==> src/rtl/ytile_row_writer.sv <==
// Y-tile row writer: captures one N-word result row for row k and streams it
// into the Y SRAM write port one word per granted beat, then holds row_done
// until the consumer accepts.
module ytile_row_writer #(
  parameter int unsigned N      = 8,
  parameter int unsigned KMAX   = 1024,
  parameter int unsigned DATA_W = 32,
  parameter int unsigned BYTE_W = 4,
  parameter int unsigned N_W    = (N <= 1) ? 1 : $clog2(N),
  parameter int unsigned K_W    = (KMAX <= 1) ? 1 : $clog2(KMAX)
) (
  input  logic                clk,
  input  logic                rst_n,
  input  logic                start_k,
  input  logic [K_W-1:0]      k_idx,
  input  logic [N*DATA_W-1:0] row_data,
  output logic                busy,
  output logic                row_done,
  input  logic                row_accept,
  output logic                start_dropped,
  input  logic                sram_gnt,
  output logic                y_en,
  output logic                y_we,
  output logic [K_W-1:0]      y_k,
  output logic [N_W-1:0]      y_n,
  output logic [DATA_W-1:0]   y_wdata,
  output logic [BYTE_W-1:0]   y_wmask
);

  typedef enum logic [1:0] {StIdle, StWrite, StDone} state_e;

  state_e              state_q, state_d;
  logic [N_W-1:0]      n_cnt_q, n_cnt_d;
  logic [K_W-1:0]      k_q, k_d;
  logic [N*DATA_W-1:0] buf_q, buf_d;
  logic                drop_q, drop_d;

  // State, counter, row buffer and sticky drop flag registers.
  always_ff @(posedge clk or negedge rst_n) begin
    if (!rst_n) begin
      state_q <= StIdle;
      n_cnt_q <= '0;
      k_q     <= '0;
      buf_q   <= '0;
      drop_q  <= 1'b0;
    end else begin
      state_q <= state_d;
      n_cnt_q <= n_cnt_d;
      k_q     <= k_d;
      buf_q   <= buf_d;
      drop_q  <= drop_d;
    end
  end

  // Next-state: latch on start, advance one column per grant, wait for accept.
  always_comb begin
    state_d = state_q;
    n_cnt_d = n_cnt_q;
    k_d     = k_q;
    buf_d   = buf_q;
    drop_d  = drop_q;
    unique case (state_q)
      StIdle: begin
        if (start_k) begin
          k_d     = k_idx;
          buf_d   = row_data;
          n_cnt_d = '0;
          drop_d  = 1'b0;
          state_d = StWrite;
        end
      end
      StWrite: begin
        if (start_k) drop_d = 1'b1;
        if (sram_gnt) begin
          if (n_cnt_q == N_W'(N - 1)) begin
            n_cnt_d = '0;
            state_d = StDone;
          end else begin
            n_cnt_d = n_cnt_q + N_W'(1);
          end
        end
      end
      StDone: begin
        // A start alongside the accept is still dropped: state is not yet idle.
        if (start_k) drop_d = 1'b1;
        if (row_accept) state_d = StIdle;
      end
      default: state_d = StIdle;
    endcase
  end

  // Outputs decode registered state only; no input-to-output path.
  always_comb begin
    y_en    = 1'b0;
    y_we    = 1'b0;
    y_k     = '0;
    y_n     = '0;
    y_wdata = '0;
    y_wmask = '0;
    if (state_q == StWrite) begin
      y_en    = 1'b1;
      y_we    = 1'b1;
      y_k     = k_q;
      y_n     = n_cnt_q;
      y_wdata = buf_q[n_cnt_q * DATA_W +: DATA_W];
      y_wmask = {BYTE_W{1'b1}};
    end
  end

  assign busy          = (state_q != StIdle);
  assign row_done      = (state_q == StDone);
  assign start_dropped = drop_q;

endmodule

==> config.mk <==
export PLATFORM = sky130hd
export DESIGN_NAME = ytile_row_writer
export DESIGN_NICKNAME = d
export VERILOG_FILES = /design/src/rtl/ytile_row_writer.sv
export SDC_FILE = /design/constraint.sdc
export NUM_CORES = 1
export LEC_CHECK = 0
export BUFFER_PORTS_ARGS = -buffer_cell sky130_fd_sc_hd__buf_2
export CORE_MARGIN = 2
export CORE_UTILIZATION = 48
export DETAILED_ROUTE_END_ITERATION = 12
export GPL_ROUTABILITY_DRIVEN = 0
export PLACE_DENSITY = 0.82
export SKIP_CTS_REPAIR_TIMING = 1
export SLEW_MARGIN = 25
export SYNTH_ARGS = -nofsm -noshare
export SYNTH_HDL_FRONTEND = slang
export SYNTH_SLANG_ARGS = --single-unit
==> constraint.sdc <==
create_clock -name clk -period 1.6 [get_ports clk]
set_input_delay 0.24 -clock clk [delete_from_list [all_inputs] [get_ports clk]]
set_output_delay 0.24 -clock clk [all_outputs]
set_load 0.02 [all_outputs]
# Word level (Yosys, flattened, before mapping)
# Index checks and enable logic that the tools add are counted.
[word_totals]
regBits = 272
input_bits = 271
output_inout_bits = 54
word_cells = 41
[classes]
addsub = 1
n_eq_ne = 8
shifts = 1
mux = 17
reduce_logical = 9
[ops]
columns = ["operator", "n"]
rows = [
  ["$shiftx 256x9->32", 1],
  ["$mux 32", 1],
  ["$mux 3", 4],
  ["$mux 10", 1],
  ["$mux 2", 4],
  ["$ne 2x2->1 const B", 3],
  ["$pmux 2 s3", 1],
  ["$pmux 3 s2", 1],
  ["$reduce_and 3->1", 2],
  ["$reduce_bool 2->1", 3],
  ["$mux 4", 1],
  ["$ne 2x1->1 const B", 2],
  ["$reduce_and 4->1", 1],
  ["$add 3x1->3 const B", 1],
  ["$eq 3x3->1 const B", 1],
  ["$mux 1", 3],
  ["$eq 2x1->1 const B", 1],
  ["$eq 2x2->1 const B", 1],
  ["$logic_not 2->1", 1],
  ["$pmux 1 s2", 1],
  ["$reduce_and 2->1", 1],
  ["$reduce_or 2->1", 1],
]

# Depth between registers and ports, before layout
# Gate-level depths: netlist (run 1).
[depth]
ltp_word = 4
mapped_depth = 6
mapped_depth_nobuf = 5

# Worst setup path before layout (run 1)
# No wires, ideal clock.
[synth_path]
path_kind = "register -> output"
start = "reg state_q[1]"
end = "out y_wdata[10]"
arrival_ns = 1.510
required_ns = 1.360
path_slack_ns = -0.150
path_stages_with_launch = 7
n_path_buf = 2
cell_sequence = "dfrtp_1 > inv_1 > ha_1 > clkbuf_1 > clkbuf_1 > o21ai_0 > nor2_1"
[synth_between]
elab_chain_len = 2
[synth_lines]
columns = ["element", "line", "rtl"]
rows = [
  ["start: declaration", "32", "state_e state_q, state_d;"],
  ["start signal: assignment", "41", "state_q <= StIdle;"],
  ["start signal: assignment", "47", "state_q <= state_d;"],
  ["$eq 2x1->1", "100", "if (state_q == StWrite) begin"],
  ["$mux 32", "100", ""],
  ["end: declaration", "26", "output logic [DATA_W-1:0] y_wdata,"],
]
# No other way between the ends.

# Final worst setup path (run 1)
[layout_path]
start = "reg n_cnt_q[2]"
end = "out y_wdata[1]"
[layout_between]
elab_chain_len = 2
[layout_lines]
columns = ["element", "line", "rtl"]
rows = [
  ["start: declaration", "33", "logic [N_W-1:0] n_cnt_q, n_cnt_d;"],
  ["start signal: assignment", "48", "n_cnt_q <= n_cnt_d;"],
  ["$shiftx 256x9->32", "105", "y_wdata = buf_q[n_cnt_q * DATA_W +: DATA_W];"],
  ["$mux 32", "100", ""],
]
# No other way between the ends.

==> results.md, run 1 <==
- Status: complete, but fails checks
- Violated checks: setup timing
- Max VDD drop: between 1000 and 1500 uV
- Number of iterations in the first detailed-routing pass: 4
- Register clock-pin slew on the reported worst setup and hold paths: around 0.060 ns
- Slew @ Worst Pin: 0.545 ns
- Rows: 58
- RSZ-0062 raised after global routing: yes
- Met1 Track Usage GR: 27.6%
- R2r endpoint: state_q[1]
- Seq/Total Area, Yosys: 54.7%
- TritonCTS clock tree: done
- Worst Setup EP: y_wdata[1]
- Worst-case clock buffer depth: 3
- Fin area: ~0.020 sq mm
- GRT overflow: 0
- Die Y: roughly 160 um
- Fin crit share: 155%
- Most used routing layer: met2
- Cell Area, Placed: roughly 0.015 sq mm
- H-tree levels: 1
- Setup TNS: -48.00 ns
- Normalized max-slew margin: 63.7%
- DRC: 0
- I/O pin cnt: 325
- Worst Hold Class: in -> reg
- Yosys cell types: 23
- Synthesis Warnings: 0
- Initial antenna violation count: 7
- GR met2 Demand/Resource: between 30% and 40%
- Synth Net Count: 1,116
- Worst Setup SP: n_cnt_q[2]
- Max Fclk: 404 MHz
- ANT nets after route: 0
- Total Die Area: 0.0272 sq mm
- Clk_skew: 0.00873 ns
- Wire length per cell: 24.1 um
- GR Layer Usage met3: under 10%
- Core area: 0.0253 sq mm
- Post-detail-place hpwl: 22.6 mm
- Tmin final: between 2 and 2.5 ns
- R2r startpoint: n_cnt_q[0]
- Total CTS buffers: 29
- CTS sink cnt: 272
- Register bit total from synthesis: approximately 270
- Fin worst setup slack: -0.878 ns
- Max Cap Viol: 0
- Synthesized area: 0.0124 sq mm
- Die W: 165 um
- CP Class: reg -> out
- Starting Density: 49.1%
- Vias in the first global route: slightly above 9,000
- Global-route wire length before repair: about 48 mm
- Vias per cell: 5.50
- EDFF count, synth: 0
- Starting DRC count in detailed routing: 563
- Crit end category: primary output
- Final #Nets: 1,783
- Latest clock arrival within the worst-skew pair: 0.54 ns
- Largest net degree at the start of global routing: 59
- CP arrival: 2.24 ns
- Final Hold Fails: 0
- Crit path required time: 1.36 ns
- Root buf cell: clkbuf_16
- Via count: 10,200
- Routed wire length: 44.9 mm
- Final setup viols: 319
- Max Slew Vio Count: 0
- Leakage power: between 8 and 9 nW
- Asr flop ratio synth: 100%
- CP Launch Type: register
- Share of layout cells above drive strength 1: between 60% and 70%
- Reg-to-reg setup timing slack: -0.45 ns
- Area growth from synthesis to layout: 60.2%
- Synth Instances: 838
- Post-synth top flop: dfrtp_1
- Post-Syn Area per Cell: between 10 and 15 sq um
- CP Max Fanout: 10
- P per Cell Area: between 1500 and 2000 mW/mm^2
- GRT Overall Usage: 22.4%
- PortBufs: 324
- Worst Reg-to-Reg Cells: 7
==> critical path, stage by stage (launching register included) <==
cell     delay, ns
dfrtp_4       0.53
buf_12        0.17
buf_12        0.13
mux2_2        0.27
o21ai_0       0.33
nor2_2        0.09
buf_2         0.18
==> registers in the layout (all words and copies together), names as in the netlist <==
register,flops
buf_q,256
k_q,10
n_cnt_q,3
start_dropped,1
state_q,2
==> logic make-up after synthesis <==
logic type / share of synthesized area [%]
AOI/OAI and AO/OA: 3.09
adders and majority gates: 0.704
buffers and inverters: 3.14
DFF: 54.7
muxes: 36.2
and+or+nand+nor: 2.11
==> report_power, final <==
part / internal, mW / total [mW] / leakage [nW] / switching (mW)
logic: 10.0 / 17.1 / 5.24 / 7.07
clock network: 3.53 / 6.31 / 0.422 / 2.78
registers: 10.4 / 12.6 / 3.20 / 2.21
==> routing by layer <==
| layer | up-vias | wire length (um) |
|---|---|---|
| met1 | 5162 | 15800 |
| met3 | 166 | 2600 |
| met2 | 504 | 24100 |
| met5 | - | 0 |
| met4 | 0 | 2410 |
| li1 | 4407 | - |
==> metrics by stage <==
| stage | power [mW] | hold slack [ns] | instances | utilization [%] | worst slack [ns] |
|---|---|---|---|---|---|
| floorplan | 21.5 | -0.0556 | 838 | - | -0.0400 |
| global placement | 24.9 | 0.240 | 1502 | 60.6 | -0.267 |
| detailed placement | 25.6 | 0.237 | 1502 | 60.6 | -0.286 |
| CTS | 31.8 | -0.329 | 1553 | 64.0 | -0.855 |
| global route | 37.6 | 0.0900 | 1862 | 78.7 | -0.913 |
| finish | 36.0 | 0.0909 | 1862 | 78.7 | -0.878 |
==> Yosys cell counts, types with 2 or more instances <==
master	count	area (sq um)
and2_1	13	81.3
buf_12	2	40.0
buf_2	40	200
buf_4	8	60.1
buf_6	2	22.5
clkbuf_1	12	45.0
dfrtp_1	272	6810
ha_1	7	87.6
inv_1	6	22.5
mux2_2	333	3750
mux2i_1	2	20.0
mux4_1	5	131
mux4_2	27	608
nand2_1	4	15.0
nor2_1	33	124
nor2b_1	3	18.8
o21ai_0	32	160
o22ai_1	32	200
==> worst min path at each step <==
stage,startpoint,cells after the start,to,slack [ns]
2_1_floorplan,rst_n,0,buf_q[0],-0.06
5_1_grt,start_k,2,start_dropped,0.09
4_1_cts,rst_n,1,buf_q[6],-0.33
3_3_place_gp,rst_n,1,buf_q[8],0.24
6_report,start_k,2,start_dropped,0.09
3_5_place_dp,rst_n,1,buf_q[6],0.24
==> cells in the final DEF (no fill, tap or decap), drive strengths merged, types with 13 or more instances in the layout <==
| master | n |
|---|---|
| buf | 424 |
| mux2 | 333 |
| dfrtp | 272 |
| dlygate4sd3 | 267 |
| clkbuf | 55 |
| nor2 | 33 |
| o22ai | 32 |
| mux4 | 32 |
| o21ai | 32 |
| and2 | 13 |
==> cell type report <==
cell class / count / area (sq um)
diodes: 7 / 17.5
clock buffers: 46 / 830
well taps: 330 / 413
repair buffers: 700 / 6140
flip-flops and latches: 272 / 6810
inverters: 6 / 25.0
clock inverters: 5 / 28.8
fillers: 1321 / 5400
multi-input cells: 496 / 5660
Note: power is estimated with default switching activity, not from simulation.
==> run 2, diff against run 1 <==
==> constraint.sdc (replaced) <==
create_clock -name clk -period 1.6 [get_ports clk]
set_input_delay 0.32 -clock clk [delete_from_list [all_inputs] [get_ports clk]]
set_output_delay 0.32 -clock clk [all_outputs]
set_load 0.02 [all_outputs]
==> run 2 against run 1 <==
Net effect: the run still ends with setup timing left; clock skew is 0.0010 ns higher; routed wire length is 7.0% lower; die area stayed put; total power is 8.8% higher; combinational power is 19% higher; worst hold slack worse by 0.083 ns; utilization is 4.5 points lower; clock power is 0.8% lower; final area is 5.8% lower; non-clock buffer count is 230 lower; sequential share of layout area is 2.1 points higher; sequential power hardly changed; critical path type unchanged.
==> results.md, run 2 (same netlist as run 1, synthesis figures left out) <==
- Status: complete, but fails checks (unchanged)
- Violated checks: setup timing (unchanged)
- Worst Hold Class: in -> reg (unchanged)
- Commonest cells after routing, fill and taps aside: buf_2 (290), dfrtp_1 (269), mux2_4 (246) (was mux2_2 (333), buf_2 (279), dfrtp_1 (268))
- Via count: 9,354 (was 10,200)
- Most common cell after layout, fill and taps aside: buf_2 (was mux2_2)
- CP arrival: 2.20 ns (was 2.24 ns)
- PortBufs: 324 (unchanged)
- Wire length per cell: 25.7 um (was 24.1 um)
- Worst hold slack: 0.00769 ns (was 0.0909 ns)
- Placed Cells incl. Taps: 1,514 (was 1,502)
- Root buf cell: clkbuf_16 (unchanged)
- Slowest library cell on the worst path: mux4_2 (was dfrtp_4)
- Number of iterations in the first detailed-routing pass: 5 (was 4)
- Tmin final: 2.52 ns (was 2.48 ns)
- P per Cell Area: 2090 mW/mm^2 (was 1810 mW/mm^2)
- Rows: 58 (unchanged)
- Reg area: 0.00681 sq mm (about the same)
- Starting DRC count in detailed routing: 677 (was 563)
- Post-detail-place hpwl: 23.1 mm (was 22.6 mm)
- TritonCTS clock tree: done (unchanged)
- Total Die Area: 0.0272 sq mm (unchanged)
- Fin crit share: 158% (was 155%)
- Slew @ Worst Pin: 0.473 ns (was 0.545 ns)
- Die Y: 165 um (unchanged)
- Max VDD drop: 1490 uV (was 1310 uV)
- Multi-input logic area: 0.00661 sq mm (was 0.00566 sq mm)
- Global-route wire length before repair: 48.9 mm (was 47.6 mm)
- DRC: 0 (unchanged)
- Vias in the first global route: 9,367 (was 9,061)
- Starting Density: 49.1% (unchanged)
- CP Class: reg -> out (unchanged)
- Core area: 0.0253 sq mm (unchanged)
- CP Cell Sequence: buf_4, clkbuf_16, mux4_2, o22ai_2, nor2_2, buf_2 (was buf_12, buf_12, mux2_2, o21ai_0, nor2_2, buf_2)
- ANT nets after route: 0 (unchanged)
- Vias per cell: 5.77 (was 5.50)
- Normalized max-slew margin: 68.5% (was 63.7%)
- H-tree levels: 1 (unchanged)
- Final Hold Fails: 0 (unchanged)
- Largest net degree at the start of global routing: 49 (was 59)
- CP Max Fanout: 7 (was 10)
- Share of layout cells above drive strength 1: 75.1% (was 60.7%)
- Register with the most flip-flops: buf_q (unchanged)
- I/O pin cnt: 325 (unchanged)
- CTS sink cnt: 272 (unchanged)
- RSZ-0062 raised after global routing: yes (unchanged)
- Initial antenna violation count: 4 (was 7)
- Routed wire length: 41.7 mm (was 44.9 mm)
- FILL cells: 1,463 (was 1,321)
- Final #Nets: 1,554 (was 1,783)
- Max Cap Viol: 0 (unchanged)
- Latest clock arrival within the worst-skew pair: 0.54 ns (about the same)
- CP max stage delay: 0.54 ns (was 0.53 ns)
- Max Slew Vio Count: 0 (unchanged)
- CP Launch Type: register (unchanged)
- Total CTS buffers: 29 (unchanged)
- Max reg flops: 256 (unchanged)
- Max Fclk: 396 MHz (was 404 MHz)
- Register clock-pin slew on the reported worst setup and hold paths: 0.06 ns (about the same)
- Fin worst setup slack: -0.924 ns (was -0.878 ns)
- GRT Overall Usage: 23.2% (was 22.4%)
- Leakage power: 9.28 nW (was 8.86 nW)
- CP top delay family: multiplexers (was flip-flops)
- Final setup viols: 325 (was 319)
- GRT overflow: 0 (unchanged)
- Die W: 165 um (unchanged)
- Crit end category: primary output (unchanged)
- Area growth from synthesis to layout: 51.0% (was 60.2%)
- Worst-case clock buffer depth: 3 (unchanged)
- Clk_skew: 0.00976 ns (was 0.00873 ns)
- Biggest regs: buf_q: 256 flops, k_q: 10 flops, n_cnt_q: 3 flops (unchanged)
- Final Non-Filler Cells: 1,622 (was 1,862)
- Worst Path Buf+Inv: 3 (unchanged)
- Crit path required time: 1.28 ns (was 1.36 ns)
## run 2: cell count changes in the layout (fill, tap and decap cells not counted), sizes merged
cell         before  now
dlygate4sd3     267    3
clkbuf           55   68
nand2             4    5
clkinv            4    3
inv               7    6
bufinv            0    1
diode             7    3
buf             424  439
## run 2: metal layers
metal	up-vias	wire length [um]	GRT usage, %
met3	119	2940	4.50
met2	444	21500	40.6
met1	4851	15800	28.9
li1	3940	-	-
met5	-	0	0
met4	0	1510	7.79
## run 2: through the flow
step / instance area, sq um / total power [mW] / TNS [ns] / setup slack, ns / utilization (%)
floorplan: 12800 / 21.7 / -3.33 / -0.120 / -
global placement: 15400 / 25.0 / -22.01 / -0.315 / 60.6
detailed placement: 15400 / 25.6 / -26.61 / -0.334 / 60.6
CTS: 16200 / 31.9 / -60.93 / -0.921 / 63.9
global route: 18800 / 40.9 / -103.63 / -0.977 / 74.1
finish: 18800 / 39.2 / -90.13 / -0.924 / 74.1
## run 2: layout make-up
| cell class | count | share of cell area (%) |
|---|---|---|
| diodes | 3 | 0.0400 |
| clock buffers | 40 | 4.24 |
| clock inverters | 4 | 0.240 |
| inverters | 6 | 0.133 |
| multi-input cells | 497 | 35.2 |
| flip-flops and latches | 272 | 36.3 |
| well taps | 330 | 2.20 |
| repair buffers | 470 | 21.7 |
## run 2: worst paths after layout
check,startpoint,end,slack (ns),depth (start not counted)
min in group asynchronous,rst_n,buf_q[7],0.28,2
max,n_cnt_q[0],y_wdata[18],-0.92,6
min reg2reg,buf_q[219],buf_q[219],0.50,1
min,row_data[1],buf_q[1],0.008,2
max in group asynchronous,rst_n,buf_q[155],0.66,3
max reg2reg,state_q[0],state_q[1],-0.34,7
## run 2: report_power, final
part	internal [mW]	switching, mW
registers	10.4	2.18
logic	12.6	7.71
clock network	3.57	2.68
==> run 3, diff against run 2 <==
Settings changed: ABC_AREA set to 1, CORE_UTILIZATION 48 to 49, PLACE_DENSITY 0.82 to 0.83.
==> run 3 against run 2 <==
Net effect: clock-buffer cell count grew 4; area after synthesis is 6.9% higher; the flow finishes with violations (hold timing, setup timing); register-to-register slack improved by 0.15 ns; largest power group unchanged.
==> results.md, run 3 <==
- Total CTS buffers: 29 (unchanged)
- Worst-case clock buffer depth: 3 (unchanged)
- EDFF count, synth: 0 (unchanged)
- Asr flop ratio synth: 100% (unchanged)
- Area growth from synthesis to layout: 42.9% (was 51.0%)
- Starting DRC count in detailed routing: 1,917 (was 677)
- PortBufs: 324 (unchanged)
- CP Cell Sequence: buf_6, buf_12, nand2_1, nand3_1, nand2_1, nand2_1, nand2_2, buf_4 (was buf_4, clkbuf_16, mux4_2, o22ai_2, nor2_2, buf_2)
- Synthesized area: 0.0133 sq mm (was 0.0124 sq mm)
- Wire length per cell: 19.4 um (was 25.7 um)
- Starting Density: 49.6% (was 49.1%)
- Core area: 0.0268 sq mm (was 0.0253 sq mm)
- Worst hold slack: -0.0185 ns (was 0.00769 ns)
- Post-Syn Area per Cell: 7.39 sq um (was 14.8 sq um)
- Most used cell, CP: nand2_1
- Post-detail-place hpwl: 30.6 mm (was 23.1 mm)
- Dominant cell type by area after synthesis: dfrtp_1 (unchanged)
- Simple-gate share of the synthesized area: 25.7% (was 2.11%)
- Worst Reg-to-Reg Cells: 8 (was 7)
- Leakage power: 10.1 nW (was 9.28 nW)
- Count leader, synth: nand2_1 (was mux2_2)
- Final #Nets: 2,505 (was 1,554)
- Initial antenna violation count: 1 (was 4)
- Most frequent cells after synthesis: nand2_1 (732), inv_1 (279), dfrtp_1 (272) (was mux2_2 (333), dfrtp_1 (272), buf_2 (40))
- CP Max Fanout: 14 (was 7)
- Placed Cells incl. Taps: 2,429 (was 1,514)
- Final Non-Filler Cells: 2,589 (was 1,622)
- H-tree levels: 1 (unchanged)
- Tmin final: 2.40 ns (was 2.52 ns)
- Register bit total from synthesis: 272 (unchanged)
- Status: complete, but fails checks (unchanged)
- CP max stage delay: 0.53 ns (was 0.54 ns)
- DRC: 0 (unchanged)
- Routed wire length: 50.3 mm (was 41.7 mm)
- Die W: 169 um (was 165 um)
- P per Cell Area: 2010 mW/mm^2 (was 2090 mW/mm^2)
- Largest net degree at the start of global routing: 62 (was 49)
- Global-route wire length before repair: 64.2 mm (was 48.9 mm)
- Fin worst setup slack: -0.801 ns (was -0.924 ns)
- I/O pin cnt: 325 (unchanged)
- Max Fclk: 416 MHz (was 396 MHz)
- Crit path required time: 1.28 ns (about the same)
- Violated checks: hold timing, setup timing (was setup timing)
- Number of iterations in the first detailed-routing pass: 6 (was 5)
- CP arrival: 2.08 ns (was 2.20 ns)
- GRT Overall Usage: 28.6% (was 23.2%)
- Rows: 60 (was 58)
- Worst Hold Class: in -> reg (unchanged)
- Fin crit share: 150% (was 158%)
- Adder-Cell Fraction of Synth Area: 0.659% (was 0.704%)
- Compound-gate portion of the synthesized area: 9.78% (was 3.09%)
- TritonCTS clock tree: done (unchanged)
- Slew @ Worst Pin: 0.436 ns (was 0.473 ns)
- Largest family of logic cells by synthesized area: simple AND/OR/NAND/NOR gates (was multiplexers)
- Normalized max-slew margin: 70.9% (was 68.5%)
- Mux share of post-synthesis cell area: 0% (was 36.2%)
- Synth Net Count: 2,078 (was 1,116)
- Max reg flops: 256 (unchanged)
- Worst hold path endpoint: buf_q[25] (was buf_q[1])
- Total Die Area: 0.0285 sq mm (was 0.0272 sq mm)
- Most common cell after layout, fill and taps aside: nand2_1 (was buf_2)
- Root buf cell: clkbuf_16 (unchanged)
- Clk_skew: 0.0130 ns (was 0.00976 ns)
- RSZ-0062 raised after global routing: yes (unchanged)
- Die Y: 169 um (was 165 um)
- FILL cells: 1,909 (was 1,463)
- Synth Instances: 1,800 (was 838)
- Synthesis Warnings: 0 (unchanged)
- Via count: 14,300 (was 9,354)
- Vias per cell: 5.51 (was 5.77)
- Yosys cell types: 13 (was 23)
- Latest clock arrival within the worst-skew pair: 0.55 ns (was 0.54 ns)
- Crit end category: primary output (unchanged)
- Max VDD drop: 1360 uV (was 1490 uV)
- Final Hold Fails: 34 (was 0)
- Final setup viols: 218 (was 325)
- Top cell type's share of synthesized area: 51.2% (was 54.7%)
- Min-delay src: row_data[25] (was row_data[1])
- CP Launch Type: register (unchanged)
- Register clock-pin slew on the reported worst setup and hold paths: 0.06 ns (about the same)
- Commonest cells after routing, fill and taps aside: nand2_1 (630), buf_2 (281), inv_1 (274) (was buf_2 (290), dfrtp_1 (269), mux2_4 (246))
- Register with the most flip-flops: buf_q (unchanged)
- Ranking of synthesized cells by area: dfrtp_1 (51%), nand2_1 (21%), o21ai_0 (9.7%) (was dfrtp_1 (55%), mux2_2 (30%), mux4_2 (4.9%))
- R2r startpoint: state_q[0] (unchanged)
- Biggest regs: buf_q: 256 flops, k_q: 10 flops, n_cnt_q: 3 flops (unchanged)
- CP Class: reg -> out (unchanged)
- Max Cap Viol: 0 (unchanged)
- Slowest library cell on the worst path: dfrtp_4 (was mux4_2)
- ANT nets after route: 0 (unchanged)
- Reg-to-reg setup timing slack: -0.19 ns (was -0.34 ns)
- Seq/Total Area, Yosys: 51.2% (was 54.7%)
- Vias in the first global route: 12,500 (was 9,367)
- Worst hold path stage count: 3 (was 2)
- XOR/XNOR Fraction of Synth Area: 0% (unchanged)
- Place WS: -0.257 ns (was -0.334 ns)
- GRT overflow: 0 (unchanged)
- Post-synth top flop: dfrtp_1 (unchanged)
- Share of layout cells above drive strength 1: 27.2% (was 75.1%)
- R2r endpoint: buf_q[13] (was state_q[1])
- Max Slew Vio Count: 0 (unchanged)
- Total power: 38.3 mW (was 39.2 mW)
- CTS sink cnt: 272 (unchanged)
==> run 3: logic make-up after synthesis <==
logic type               Yosys count
AO/OA/AOI/OAI                    259
adder cells (fa/ha/maj)            7
buffers and inverters            394
flip-flops                       272
AND/OR/NAND/NOR                  868
==> run 3: worst max-delay path by stage <==
| stage | startpoint | end | slack (ns) | cells past startpoint |
|---|---|---|---|---|
| final | n_cnt_q[0] | y_wdata[30] | -0.80 | 8 |
| after global routing | n_cnt_q[0] | y_wdata[30] | -0.84 | 8 |
| after CTS | n_cnt_q[0] | y_wdata[13] | -0.85 | 8 |
| after detailed placement | n_cnt_q[0] | y_wdata[15] | -0.26 | 8 |
| after global placement | n_cnt_q[0] | y_wdata[6] | -0.23 | 8 |
| after floorplan | state_q[1] | y_wdata[11] | 0.001 | 8 |
==> run 3: critical path, delay by kind of cell (launching register included) <==
family / cells / cell delay [ns]
flip-flops: 1 / 0.53
AND/OR/NAND/NOR: 5 / 0.51
buffers and inverters: 3 / 0.47
==> run 3: final cells by class <==
class | count | area (sq um) | area share, %
Sequential cell | 272 | 6810 | 35.8
Multi-Input combinational cell | 1134 | 5240 | 27.5
Timing Repair Buffer | 503 | 4400 | 23.2
Inverter | 282 | 1090 | 5.75
Clock buffer | 44 | 842 | 4.43
Tap cell | 341 | 427 | 2.25
Timing Repair inverter | 5 | 101 | 0.533
Clock inverter | 7 | 88.8 | 0.468
Antenna cell | 1 | 2.50 | 0.0132
==> run 3: stage by stage <==
stage	TNS (ns)	utilization (%)	hold WS, ns	cell area, sq um
CTS	-52.06	62.2	-0.331	16700
finish	-43.69	70.9	-0.0185	19000
detailed placement	-17.13	58.7	0.260	15700
global route	-55.39	70.9	-0.0000933	19000
floorplan	0	-	0.0244	13400
global placement	-11.65	58.7	0.261	15700
==> run 3: power by group <==
| group | leakage, nW | internal, mW | switching (mW) |
|---|---|---|---|
| clock | 0.460 | 3.92 | 2.79 |
| combinational | 6.29 | 7.80 | 12.6 |
| sequential | 3.35 | 10.2 | 1.05 |
| total | 10.1 | 21.9 | 16.4 |
==> run 3: layer usage <==
layer	GRT usage (%)	vias to the layer above	share of wire, %	wire [um]
met5	0	-	0	0
met4	11.5	0	5.5	2770
met3	5.31	200	9.8	4920
met2	46.9	1037	48	24100
met1	37.8	6717	37	18500
li1	-	6324	-	-
